$ cat src/rtl/axi_master_rd_pkg.sv
// Shared AXI constants and read-master FSM encoding.
// Reused by the write master and write slave so burst/response codes stay consistent.
package axi_master_rd_pkg;

  localparam logic [1:0] AXI_BURST_INCR = 2'b01;
  localparam logic [1:0] AXI_RESP_OKAY  = 2'b00;
  localparam logic [3:0] AXI_CACHE_DEF  = 4'b0010;

  typedef enum logic [1:0] {
    ST_IDLE = 2'd0,
    ST_AR   = 2'd1,
    ST_RD   = 2'd2,
    ST_DONE = 2'd3
  } rd_state_e;

endpackage

$ cat src/rtl/axi_master_rd.sv
// AXI4 read master: one INCR burst per rd_start, beats forwarded as one-cycle rd_data_valid strobes.
// Latency: arvalid 1 clk after rd_start; each beat appears 1 clk after its R handshake.
// Backpressure: rd_start ignored unless rd_ready; rready held high in RD, R-channel gaps stall the burst.
module axi_master_rd
  import axi_master_rd_pkg::*;
#(
  parameter logic [3:0] AXI_ID = 4'b0000,
  parameter int          ADDR_W = 30,
  parameter int          DATA_W = 64
) (
  input  logic              clk,
  input  logic              rst_n,
  input  logic              rd_start,
  input  logic [ADDR_W-1:0] rd_addr,
  input  logic [7:0]        rd_len,
  output logic              rd_ready,
  output logic [DATA_W-1:0] rd_data,
  output logic              rd_data_valid,
  output logic              rd_done,
  output logic              rd_err,
  output logic [3:0]        m_axi_arid,
  output logic [ADDR_W-1:0] m_axi_araddr,
  output logic [7:0]        m_axi_arlen,
  output logic [2:0]        m_axi_arsize,
  output logic [1:0]        m_axi_arburst,
  output logic              m_axi_arlock,
  output logic [3:0]        m_axi_arcache,
  output logic [2:0]        m_axi_arprot,
  output logic [3:0]        m_axi_arqos,
  output logic              m_axi_arvalid,
  input  logic              m_axi_arready,
  input  logic [3:0]        m_axi_rid,
  input  logic [DATA_W-1:0] m_axi_rdata,
  input  logic [1:0]        m_axi_rresp,
  input  logic              m_axi_rlast,
  input  logic              m_axi_rvalid,
  output logic              m_axi_rready
);

  localparam logic [2:0] AR_SIZE = 3'($clog2(DATA_W / 8));

  rd_state_e  state;
  logic [7:0] beat_cnt;
  logic       beat;
  logic       cnt_last;
  logic       beat_last;
  logic       beat_bad;

  assign m_axi_arid    = AXI_ID;
  assign m_axi_arsize  = AR_SIZE;
  assign m_axi_arburst = AXI_BURST_INCR;
  assign m_axi_arlock  = 1'b0;
  assign m_axi_arcache = AXI_CACHE_DEF;
  assign m_axi_arprot  = 3'b000;
  assign m_axi_arqos   = 4'b0000;

  assign rd_ready = (state == ST_IDLE);

  assign beat      = m_axi_rvalid & m_axi_rready;
  assign cnt_last  = (beat_cnt == m_axi_arlen);
  // Either an early rlast or reaching arlen closes the burst; any disagreement is flagged.
  assign beat_last = m_axi_rlast | cnt_last;
  assign beat_bad  = (m_axi_rresp != AXI_RESP_OKAY) | (m_axi_rid != AXI_ID) |
                     (m_axi_rlast != cnt_last);

  always_ff @(posedge clk or negedge rst_n) begin
    if (!rst_n) begin
      state         <= ST_IDLE;
      m_axi_arvalid <= 1'b0;
      m_axi_rready  <= 1'b0;
      m_axi_araddr  <= '0;
      m_axi_arlen   <= '0;
      beat_cnt      <= '0;
      rd_data       <= '0;
      rd_data_valid <= 1'b0;
      rd_done       <= 1'b0;
      rd_err        <= 1'b0;
    end else begin
      rd_data_valid <= 1'b0;
      rd_done       <= 1'b0;
      case (state)
        ST_IDLE: begin
          if (rd_start) begin
            m_axi_araddr  <= rd_addr;
            m_axi_arlen   <= rd_len;
            m_axi_arvalid <= 1'b1;
            beat_cnt      <= '0;
            rd_err        <= 1'b0;
            state         <= ST_AR;
          end
        end
        ST_AR: begin
          if (m_axi_arready) begin
            m_axi_arvalid <= 1'b0;
            m_axi_rready  <= 1'b1;
            state         <= ST_RD;
          end
        end
        ST_RD: begin
          if (beat) begin
            rd_data       <= m_axi_rdata;
            rd_data_valid <= 1'b1;
            beat_cnt      <= beat_cnt + 8'd1;
            rd_err        <= rd_err | beat_bad;
            if (beat_last) begin
              m_axi_rready <= 1'b0;
              rd_done      <= 1'b1;
              state        <= ST_DONE;
            end
          end
        end
        ST_DONE: begin
          state <= ST_IDLE;
        end
        default: state <= ST_IDLE;
      endcase
    end
  end

endmodule

$ cat config.mk
export PLATFORM = sky130hd
export DESIGN_NAME = axi_master_rd
export DESIGN_NICKNAME = d
export VERILOG_FILES = /design/src/rtl/axi_master_rd_pkg.sv /design/src/rtl/axi_master_rd.sv
export SDC_FILE = /design/constraint.sdc
export NUM_CORES = 1
export LEC_CHECK = 0
export ABC_CLOCK_PERIOD_IN_PS = 2600
export CAP_MARGIN = 20
export CORE_MARGIN = 5
export CORE_UTILIZATION = 41
export CTS_BUF_LIST = sky130_fd_sc_hd__clkbuf_4 sky130_fd_sc_hd__clkbuf_8
export DETAILED_ROUTE_END_ITERATION = 7
export GPL_TIMING_DRIVEN = 0
export PLACE_DENSITY = 0.82
export SYNTH_ARGS = -nofsm -noshare
export SYNTH_HDL_FRONTEND = slang
export SYNTH_SLANG_ARGS = --single-unit
$ cat constraint.sdc
create_clock -name clk -period 2.6 [get_ports clk]
set_input_delay 0.26 -clock clk [delete_from_list [all_inputs] [get_ports clk]]
set_output_delay 0.26 -clock clk [all_outputs]
set_load 0.01 [all_outputs]
== Word-level counts from Yosys, hierarchy flattened ==
Cells that the tools add are included.

* Bits in registers: 117
* Output and inout port bits: 129
* Word-level logic and storage cells: 60
* Input port bits: 114

* Equality and inequality tests: 9
* Bitwise operators: 5
* Reduce and logical (&&, ||, !) cells: 12
* Muxes and demuxes: 23
* Add/sub/neg operators: 1

{| class="wikitable"
|+ Operators by type and width
! cell !! count
|-
| 8-bit two-way mux || 2
|-
| 8-bit one-hot mux with 2 select lines || 1
|-
| 1-bit two-way mux || 12
|-
| 8-bit by 1-bit adder with 8-bit output (second input constant) || 1
|-
| 8-bit equality test || 1
|-
| 2-bit two-way mux || 4
|-
| 2-bit != test (second input constant) || 4
|-
| 2-bit one-hot mux with 4 select lines || 1
|-
| 4-bit AND reduction || 2
|-
| 2-bit nonzero test || 4
|-
| 1-bit one-hot mux with 2 select lines || 3
|-
| 3-bit AND reduction || 2
|-
| 2-bit equality test (second input constant) || 2
|-
| 1-bit OR || 4
|-
| 2-bit AND reduction || 2
|-
| 4-bit nonzero test || 1
|-
| 2-bit by 1-bit equality test with 1-bit output (second input constant) || 1
|-
| 2-bit zero test || 1
|-
| 1-bit bitwise AND || 1
|-
| 1-bit != test || 1
|}

== Logic depth before layout (Yosys ltp) ==
* Depth in word-level cells: 6
* Depth in mapped cells: 8
* Gate-level depth less buffers: 8

== Worst setup path after synthesis ==
Ideal clock, no wire load.

* Path kind: reg-to-reg
* Start point: register beat_cnt[1]
* End point: register state[1]
* Setup time: 0.125 ns
* Clock period less this slack: 1.875 ns
* Data required time: 2.475 ns
* Path slack: 0.725 ns
* Arrival time: 1.751 ns
* Stages on the path, launching flop included: 8
* Cell sequence: dfrtp_1 -> xor2_1 -> nor4_1 -> nand2_1 -> ha_1 -> nand3b_1 -> a21oi_1 -> mux2_2

* Word-level cells in the longest chain between the ends: 4

{| class="wikitable"
|+ RTL lines
! what !! RTL line !! source
|-
| from (decl) || axi_master_rd.sv:43 || <nowiki>logic [7:0] beat_cnt;</nowiki>
|-
| from (signal assigned) || axi_master_rd.sv:103 || <nowiki>beat_cnt <= beat_cnt + 8'd1;</nowiki>
|-
| 8-bit equality test || axi_master_rd.sv:60 || <nowiki>assign cnt_last = (beat_cnt == m_axi_arlen);</nowiki>
|-
| 1-bit OR || axi_master_rd.sv:62 || <nowiki>assign beat_last = m_axi_rlast | cnt_last;</nowiki>
|-
| 2-bit != test (no source line) || -- ||
|-
| 4-bit AND reduction (no source line) || -- ||
|-
| to (signal assigned) || axi_master_rd.sv:68 || <nowiki>state <= ST_IDLE;</nowiki>
|-
| to (signal assigned) || axi_master_rd.sv:89 || <nowiki>state <= ST_AR;</nowiki>
|-
| to (signal assigned) || axi_master_rd.sv:96 || <nowiki>state <= ST_RD;</nowiki>
|-
| to (decl) || axi_master_rd.sv:42 || <nowiki>rd_state_e state;</nowiki>
|}

Every way passes these cells.
A chain may end at the register's enable or synchronous reset.

== Worst setup path in the final report ==
Ends and elaborated chain as after synthesis.

==> out/qor.csv <==
metric,value,unit
outcome,finished clean,
cp_max_fo,6,
cp_data_required_time,2900,ps
relSlewSlack,54.9,%
totalWireLength,12400,um
ys_seq_area_share,60.5,%
power_density,1160,mW/mm^2
fmax,450,MHz
firstDrtPassIters,4,
yosysTopAreaCellShare,60.5,%
cts_buffers,17,
path_cells,"xor2_1, nor4_1, nand2_1, ha_1, nand3b_1, a21oi_1, mux2_2",
netlist_top_cells_area,"dfrtp_1, mux2_2, buf_4, ha_1, xor2_1",
gp_congestion,0.806,
fin_util,67.1,%
cts_tree,yes,
finalHoldViolations,0,
layout-drive-gt1-share,28.2,%
antenna_found_initial,0,
pre_cts_ws,368,ps
cts_sinks,117,
min_period,2220,ps
ys_ff_latch,117,
cts-root-buf,clkbuf_8,
period_share,85.4,%
grt_start_max_net_pins,68,
h-tree-depth,4,
fin_skew,8.57,ps
ant_nets,0,
syn_inst,332,
cp_slowest_stage_delay,460,ps
via_per_inst,4.70,
setup_slack,379,ps
antenna_cells,0,
drc_errors,0,
endpoint_kind,register,
leakage,0.00331,uW
portBuffers,221,
final-seq-area,0.00293,sq mm
nNetsFinal,713,
start_kind,register,
cts.clk_slew.worst_paths,70,ps
cap_violations,0,
multi_input_area,0.00172,sq mm
track_usage,17.8,%
vias,3521,
worst_pin_slew,676,ps
synthToLayoutAreaGrowth,59.6,%
power,8920,uW
synth_top_area_cell,dfrtp_1,
hold_path_class,in -> async,
syn_area,0.00484,sq mm
num-fill-cells,884,
die_w,119,um
drt_iter0_markers,141,
most-common-layout-cells,"clkdlybuf4s50_1, dfrtp_1, mux2_2, buf_4, conb_1",
synth_cell_types,28,
yosys_warnings,0,
core_area,0.0115,sq mm
slew_viol_final,0,
dieArea,0.0141,sq mm
fin_area,0.00772,sq mm
ir_drop,502,uV
grt_pass1_wl,20300,um
path_class,reg -> reg,
critical_path.slowest_cell,dfrtp_1,
cp.arrival,2520,ps
ctsLongestPathBuffers,2,
final_common_cell,clkdlybuf4s50_1,
grt_pass1_vias,3984,
num_rows,39,
wl_per_cell,16.6,um
pin_count,243,
rsz0062_at_grt,no,
avgSynthCellArea,14.6,sq um
die_h,119,um
overflow,0,
start_util,42.0,%
clkLatencyLatePin,410,ps
dpl.hpwl,9700,um
setup-violations-final,0,
place_area,0.00733,sq mm
[path summary, 6_finish.rpt]
| path | start | to | slack [ps] | cells past startpoint |
|---|---|---|---|---|
| max in group asynchronous | rst_n | rd_data[19] | 1440 | 3 |
| max reg2reg | beat_cnt[1] | state[1] | 380 | 7 |
| min reg2reg | rd_data[62] | rd_data[62] | 490 | 1 |
| max | beat_cnt[1] | state[1] | 380 | 7 |
| min | rst_n | m_axi_araddr[9] | 410 | 2 |
| min in group clk | m_axi_rdata[44] | rd_data[44] | 450 | 2 |
[layout make-up]
cell class              count  share of cell area (%)
plain buffers              33                    3.14
clock buffers              19                    3.39
clock inverters            13                    1.62
inverters                   5                   0.243
multi-input cells         196                    22.3
flip-flops and latches    117                    37.9
well taps                 143                    2.32
repair buffers            223                    29.1
[registers in the layout, indices dropped and copies added (netlist names)]
name,cells
m_axi_arlen,8
rd_data,64
beat_cnt,8
m_axi_araddr,30
m_axi_rready,1
rd_err,1
state,2
m_axi_arvalid,1
rd_data_valid,1
rd_done,1
[through the flow]
step	hold WS, ps	TNS [ps]	cells
after global routing	422	0	749
after detailed placement	338	0	716
after floorplan	-35.6	0	351
after CTS	405	0	749
final	414	0	749
after global placement	469	-356200	715
[power by group]
part / switching (uW) / total [uW] / leakage, uW / internal (uW)
registers: 506 / 3220 / 0.00140 / 2710
clock network: 768 / 1580 / 0.000181 / 815
logic: 1530 / 4120 / 0.00173 / 2590
total: 2810 / 8920 / 0.00331 / 6110
[cells in the mapped netlist]
library cell,number
a22o_1,1
ha_1,6
nand2_1,8
nor3b_1,1
a21oi_1,3
and3_1,1
dfrtp_1,117
xnor2_1,6
buf_6,4
nor3_1,3
nand3b_1,1
nor4_1,6
buf_4,21
nand4_1,1
conb_1,2
buf_2,8
nand3_1,5
xor2_1,8
a21boi_2,1
nand2b_1,1
nor2_1,11
o21ai_0,5
o32a_1,1
mux2_1,2
inv_1,5
mux2i_2,1
or2b_1,1
mux2_2,102
[critical path: cells and delay by family (launching register included)]
kind,cells,cell delay (ps)
compound gates,1,240
xor+xnor,1,190
fa+ha+maj,1,200
flops,1,460
mux,1,360
simple gates,3,660
[logic make-up (layout without fill, tap and decap cells)]
group / after synthesis / count (layout) / synth area share (%)
DFF: 117 / 117 / 60.5
muxes: 105 / 105 / 24.5
and+or+nand+nor: 39 / 39 / 3.93
buffers and inverters: 38 / 293 / 5.40
xor gates and xnor gates: 14 / 14 / 2.53
AOI/OAI and AO/OA: 11 / 11 / 1.45
adders and majority gates: 6 / 6 / 1.55
other: 2 / 21 / 0.155
[metal layers]
metal / routed length [um] / track usage, % / up-vias
li1: - / - / 1635
met1: 4540 / 18.9 / 1719
met2: 6670 / 32.8 / 154
met3: 1110 / 7.45 / 13
met4: 129 / 4.13 / 0
met5: 0 / 0 / -
[repair_timing]
item / CTS / global route
hold buffers: 1 / 0
endpoints found under the setup margin: 0 / 0
resized for setup: 0 / 0
buffers inserted: 0 / 0
endpoints found under the hold margin: 50 / 0
No activity file was read; power rests on OpenSTA's default activity.
